===== config.mk =====
export PLATFORM = sky130hd
export DESIGN_NAME = lock_attempt_supervisor
export DESIGN_NICKNAME = d
export VERILOG_FILES = /design/src/rtl/lock_pkg.sv /design/src/rtl/lock_attempt_supervisor_edge_detect.sv /design/src/rtl/lock_attempt_supervisor.sv
export SDC_FILE = /design/constraint.sdc
export NUM_CORES = 1
export LEC_CHECK = 0
export CORE_UTILIZATION = 63
export DETAILED_ROUTE_END_ITERATION = 10
export GPL_TIMING_DRIVEN = 1
export HOLD_SLACK_MARGIN = 0.12
export PLACE_DENSITY = 0.84
export SYNTH_ARGS = -nofsm -noshare
export SYNTH_HDL_FRONTEND = slang
export SYNTH_SLANG_ARGS = --single-unit

===== constraint.sdc =====
create_clock -name clock -period 6.42 [get_ports clock]
set_clock_uncertainty 0.2 [all_clocks]
set_input_delay 0.963 -clock clock [delete_from_list [all_inputs] [get_ports clock]]
set_output_delay 0.963 -clock clock [all_outputs]
set_load 0.005 [all_outputs]

===== src/rtl/lock_pkg.sv =====
// Shared definitions for the keypad path: key bus encoding and the
// supervisor state encoding.
package lock_pkg;

  localparam int unsigned KEY_WIDTH = 4;
  localparam logic [KEY_WIDTH-1:0] KEY_NONE = 4'h0;

  typedef enum logic [1:0] {
    StMonitor = 2'd0,
    StLockout = 2'd1,
    StRelease = 2'd2
  } sup_state_e;

endpackage


===== src/rtl/lock_attempt_supervisor_edge_detect.sv =====
// Registered edge detector: rising-edge or any-edge pulse, with an optional
// mask until the first sample after reset has been taken.
module edge_detect #(
  parameter bit ANY_EDGE   = 1'b0,
  parameter bit MASK_FIRST = 1'b0
) (
  input  logic clock,
  input  logic reset,
  input  logic sig,
  output logic pulse
);

  logic sig_q;
  logic primed_q;

  always_ff @(posedge clock or posedge reset) begin
    if (reset) begin
      sig_q    <= 1'b0;
      primed_q <= ~MASK_FIRST;
    end else begin
      sig_q    <= sig;
      primed_q <= 1'b1;
    end
  end

  // Until primed, sig_q holds the reset value rather than a real sample.
  assign pulse = primed_q & (ANY_EDGE ? (sig ^ sig_q) : (sig & ~sig_q));

endmodule


===== src/rtl/lock_attempt_supervisor.sv =====
// Gates keypad input into the digital lock and enforces escalating lockouts
// after repeated failed code entries.
module lock_attempt_supervisor
  import lock_pkg::*;
#(
  parameter int unsigned     CLOCK_FREQ    = 50000000,
  parameter int unsigned     MAX_FAILS     = 3,
  parameter longint unsigned LOCKOUT_BASE  = 64'(30) * CLOCK_FREQ,
  parameter int unsigned     MAX_LEVEL     = 3,
  parameter int unsigned     FAIL_WIDTH    = $clog2(MAX_FAILS + 1),
  parameter int unsigned     LEVEL_WIDTH   = $clog2(MAX_LEVEL + 1),
  parameter int unsigned     LOCKOUT_WIDTH = $clog2((LOCKOUT_BASE << MAX_LEVEL) + 1)
) (
  input  logic                   clock,
  input  logic                   reset,
  input  logic [KEY_WIDTH-1:0]   key_in,
  input  logic                   lock_locked,
  input  logic                   lock_error,
  output logic [KEY_WIDTH-1:0]   key_out,
  output logic                   lockout,
  output logic [FAIL_WIDTH-1:0]  fail_count,
  output logic [LEVEL_WIDTH-1:0] level
);

  localparam logic [FAIL_WIDTH-1:0]    FAIL_LAST = FAIL_WIDTH'(MAX_FAILS - 1);
  localparam logic [LEVEL_WIDTH-1:0]   LEVEL_TOP = LEVEL_WIDTH'(MAX_LEVEL);
  localparam logic [LOCKOUT_WIDTH-1:0] BASE_W    = LOCKOUT_WIDTH'(LOCKOUT_BASE);
  localparam logic [LOCKOUT_WIDTH-1:0] CNT_ONE   = LOCKOUT_WIDTH'(1);

  sup_state_e               state_q;
  logic [FAIL_WIDTH-1:0]    fail_q;
  logic [LEVEL_WIDTH-1:0]   level_q;
  logic [LOCKOUT_WIDTH-1:0] cnt_q;
  logic                     fail_evt;
  logic                     ok_evt;

  edge_detect #(
    .ANY_EDGE   (1'b0),
    .MASK_FIRST (1'b0)
  ) u_error_edge (
    .clock (clock),
    .reset (reset),
    .sig   (lock_error),
    .pulse (fail_evt)
  );

  // locked_q only becomes meaningful after its first sample post-reset.
  edge_detect #(
    .ANY_EDGE   (1'b1),
    .MASK_FIRST (1'b1)
  ) u_locked_edge (
    .clock (clock),
    .reset (reset),
    .sig   (lock_locked),
    .pulse (ok_evt)
  );

  always_ff @(posedge clock or posedge reset) begin
    if (reset) begin
      state_q <= StMonitor;
      fail_q  <= '0;
      level_q <= '0;
      cnt_q   <= '0;
    end else begin
      case (state_q)
        StMonitor: begin
          if (ok_evt) begin
            fail_q  <= '0;
            level_q <= '0;
          end else if (fail_evt) begin
            if (fail_q == FAIL_LAST) begin
              fail_q  <= '0;
              cnt_q   <= BASE_W << level_q;
              level_q <= (level_q < LEVEL_TOP) ? level_q + LEVEL_WIDTH'(1) : LEVEL_TOP;
              state_q <= StLockout;
            end else begin
              fail_q <= fail_q + FAIL_WIDTH'(1);
            end
          end
        end
        StLockout: begin
          // A successful entry forgives escalation but never shortens this lockout.
          if (ok_evt) level_q <= '0;
          if (cnt_q == CNT_ONE) begin
            cnt_q   <= '0;
            state_q <= StRelease;
          end else begin
            cnt_q <= cnt_q - CNT_ONE;
          end
        end
        StRelease: begin
          if (ok_evt) level_q <= '0;
          if (key_in == KEY_NONE) state_q <= StMonitor;
        end
        default: begin
          state_q <= StMonitor;
          cnt_q   <= '0;
        end
      endcase
    end
  end

  assign key_out    = (state_q == StMonitor) ? key_in : KEY_NONE;
  assign lockout    = (state_q != StMonitor);
  assign fail_count = fail_q;
  assign level      = level_q;

endmodule


==> results.yml <==
job:
  max_cap_viol_count: 0
placement:
  dp_hpwl_um: 5050
  gp_congestion: 0.884
  place.port_buffers: 16
  place_area_mm2: 0.00305
detailed_routing:
  drc_errors: 0
  viasPerCell: 7.02
  routed_wl_um: 7330
  ant_nets: 0
  vias: 2757
  drt-pass1-iter-count: 7
  drtIter0Drc: 385
  wl_per_cell_um: 18.7
critical_path:
  cp-start-kind: "input pin"
  critPathCaptureType: "flop"
  worst-path-max-fanout: 11
  worstPathArrival_ns: 3.52
  required_ns: 6.41
  rr_worst_depth: 5
  worstSetupPathType: "in2reg"
grt:
  grt_pass1_vias: 2468
  track_usage_pct: 31.8
  antenna_found_initial: 0
  grt_max_degree: 44
  grt_pass1_wl_um: 12300
  gr-total-overflow: 0
yosys:
  ys_warn_count: 0
  async_flop_share_pct: 100
  ys_types: 58
  syn-cell-area_mm2: 0.00288
  synth_seq_cells: 43
  yosysSeqAreaShare_pct: 37.3
  synth_edf_count: 0
  syn-instance-count: 331
  syn_nets: 351
  yosys_most_used_dff: "dfrtp_1"
  syn_avg_cell_area_um2: 8.71
floorplan:
  die_w_um: 69.7
  std_cell_rows: 24
  dieArea_mm2: 0.00485
  io_pins: 17
  core_region_area_mm2: 0.00438
  die_h_um: 69.7
  initial_utilization_pct: 65.8
cts:
  cts.reportedPaths.clkPinSlew_ns: 0.08
  hold_buffers: 0
  clockRootBuffer: "clkbuf_8"
  clockBufferDepth: 2
  clk_latency_ns: 0.30
  cts_buffers: 5
  postCtsResizedCells: 0
  cts_tree: "done"
  clkSinkCount: 43
  cts_setup_buffers: 0
  htreeDepth: 2
final_layout:
  n_antenna_cell: 0
  nets: 360
  drive_gt1_share_pct: 6.16
  fillers: 327
  final_cell_mix: "dfrtp_1, nand2_1, inv_1"
  final_common_cell: "dfrtp_1"
  area_delta_synth_final_pct: 8.72
  fin_area_mm2: 0.00314
pwr:
  leakagePower_nw: 1.24
  power_density_mw_per_mm2: 447
  ir_worst_vdd_uv: 340
sta:
  tightest_slew_ns: 0.962
  fin_setup_tns_ns: 0
  max_freq_ghz: 0.283
  final_hold_viol_count: 0
  rsz0062_at_grt: "no"
  finalSetupViolCount: 0
  slew_headroom_pct: 35.3
  slew_violations: 0
  fin_crit_sh_pct: 55.1
  fin_crit_ns: 3.54
worst_hold_path:
  hold_path_class: "reg2reg"
  min_delay_path_depth: 1
status:
  run_status: "finished, final reports clean"
-- logic make-up (layout without fill, tap and decap cells) --
group           Yosys count  count (layout)  share of synthesized area, %
other cells               1               1                         0.130
simple gates            129             129                          25.1
fa+ha+maj                12              12                          5.21
mux                       2               2                         0.694
buf+inv                  46              56                          6.94
compound gates           97              97                          24.3
flops                    43              43                          37.3
xor+xnor                  1               1                         0.304
-- registers in the layout (all words and copies together) (netlist names) --
signal / flops
cnt_q: 34
fail_count: 2
level: 2
state_q: 2
u_error_edge.sig_q: 1
u_locked_edge.primed_q: 1
u_locked_edge.sig_q: 1
-- path summary, 6_finish.rpt --
check | from | end | slack (ns)
worst max-delay path | lock_locked | cnt_q[21] | 2.88
worst min-delay path | cnt_q[28] | cnt_q[28] | 0.32
worst max register to register | cnt_q[18] | cnt_q[21] | 3.27
worst min register to register | cnt_q[28] | cnt_q[28] | 0.32
max in group asynchronous | reset | cnt_q[24] | 4.75
min in group asynchronous | reset | cnt_q[7] | 0.89
-- per-stage QoR --
stage | power [mW] | hold WS (ns) | instances | util (%) | worst slack, ns
floorplan | 0.988 | 0.274 | 331 | - | 3.61
global placement | 1.20 | 0.295 | 385 | 69.6 | 2.73
CTS | 1.38 | 0.318 | 393 | 71.5 | 2.92
finish | 1.40 | 0.320 | 393 | 71.5 | 2.88
global route | 1.51 | 0.358 | 393 | 71.5 | 2.64
detailed placement | 1.21 | 0.294 | 385 | 69.6 | 2.61
-- synth_stat cells (all sizes together) (4+ instances only) --
master	count	area share (%)
a211oi	4	1.0
a21oi	4	0.69
a22o	4	1.2
a31oi	14	3.0
a32oi	4	1.2
and2	6	1.3
buf	7	1.9
clkbuf	12	1.6
dfrtp	43	37
ha	12	5.2
inv	27	3.5
nand2	29	3.8
nand3	17	3.0
nand4	15	3.3
nor2	12	1.6
nor3	8	1.4
nor4	14	3.6
o211ai	9	2.3
o21ai	15	2.6
o221ai	7	2.1
o22ai	6	1.3
o31ai	6	1.6
or3	5	1.1
or4	8	2.3
-- routing by layer --
metal | wire length (um) | global-route usage (%)
met2 | 3550 | 49.2
met1 | 3160 | 46.2
met4 | 57 | 8.22
met3 | 562 | 5.67
met5 | 0 | 0
-- layout make-up --
cell class,instances,area [um^2],share of cell area [%]
multi-input cells,242,1610,51.4
flip-flops and latches,43,1080,34.3
repair buffers,21,198,6.30
inverters,27,101,3.23
clock buffers,5,68.8,2.19
well taps,52,65.1,2.08
clock inverters,3,15.0,0.479
-- worst max-delay path, cell delays in order --
cell,delay (ns)
clkdlybuf4s50_1,0.44
xor2_1,0.19
a211o_1,0.34
a211oi_1,0.57
buf_4,0.31
nand2_1,0.29
o311ai_0,0.42
-- power breakdown --
part	total, mW	internal [mW]	switching (mW)
Clock	0.171	0.0746	0.0963
Combinational	0.779	0.296	0.483
Sequential	0.452	0.350	0.102
(Power assumes the default switching activity.)
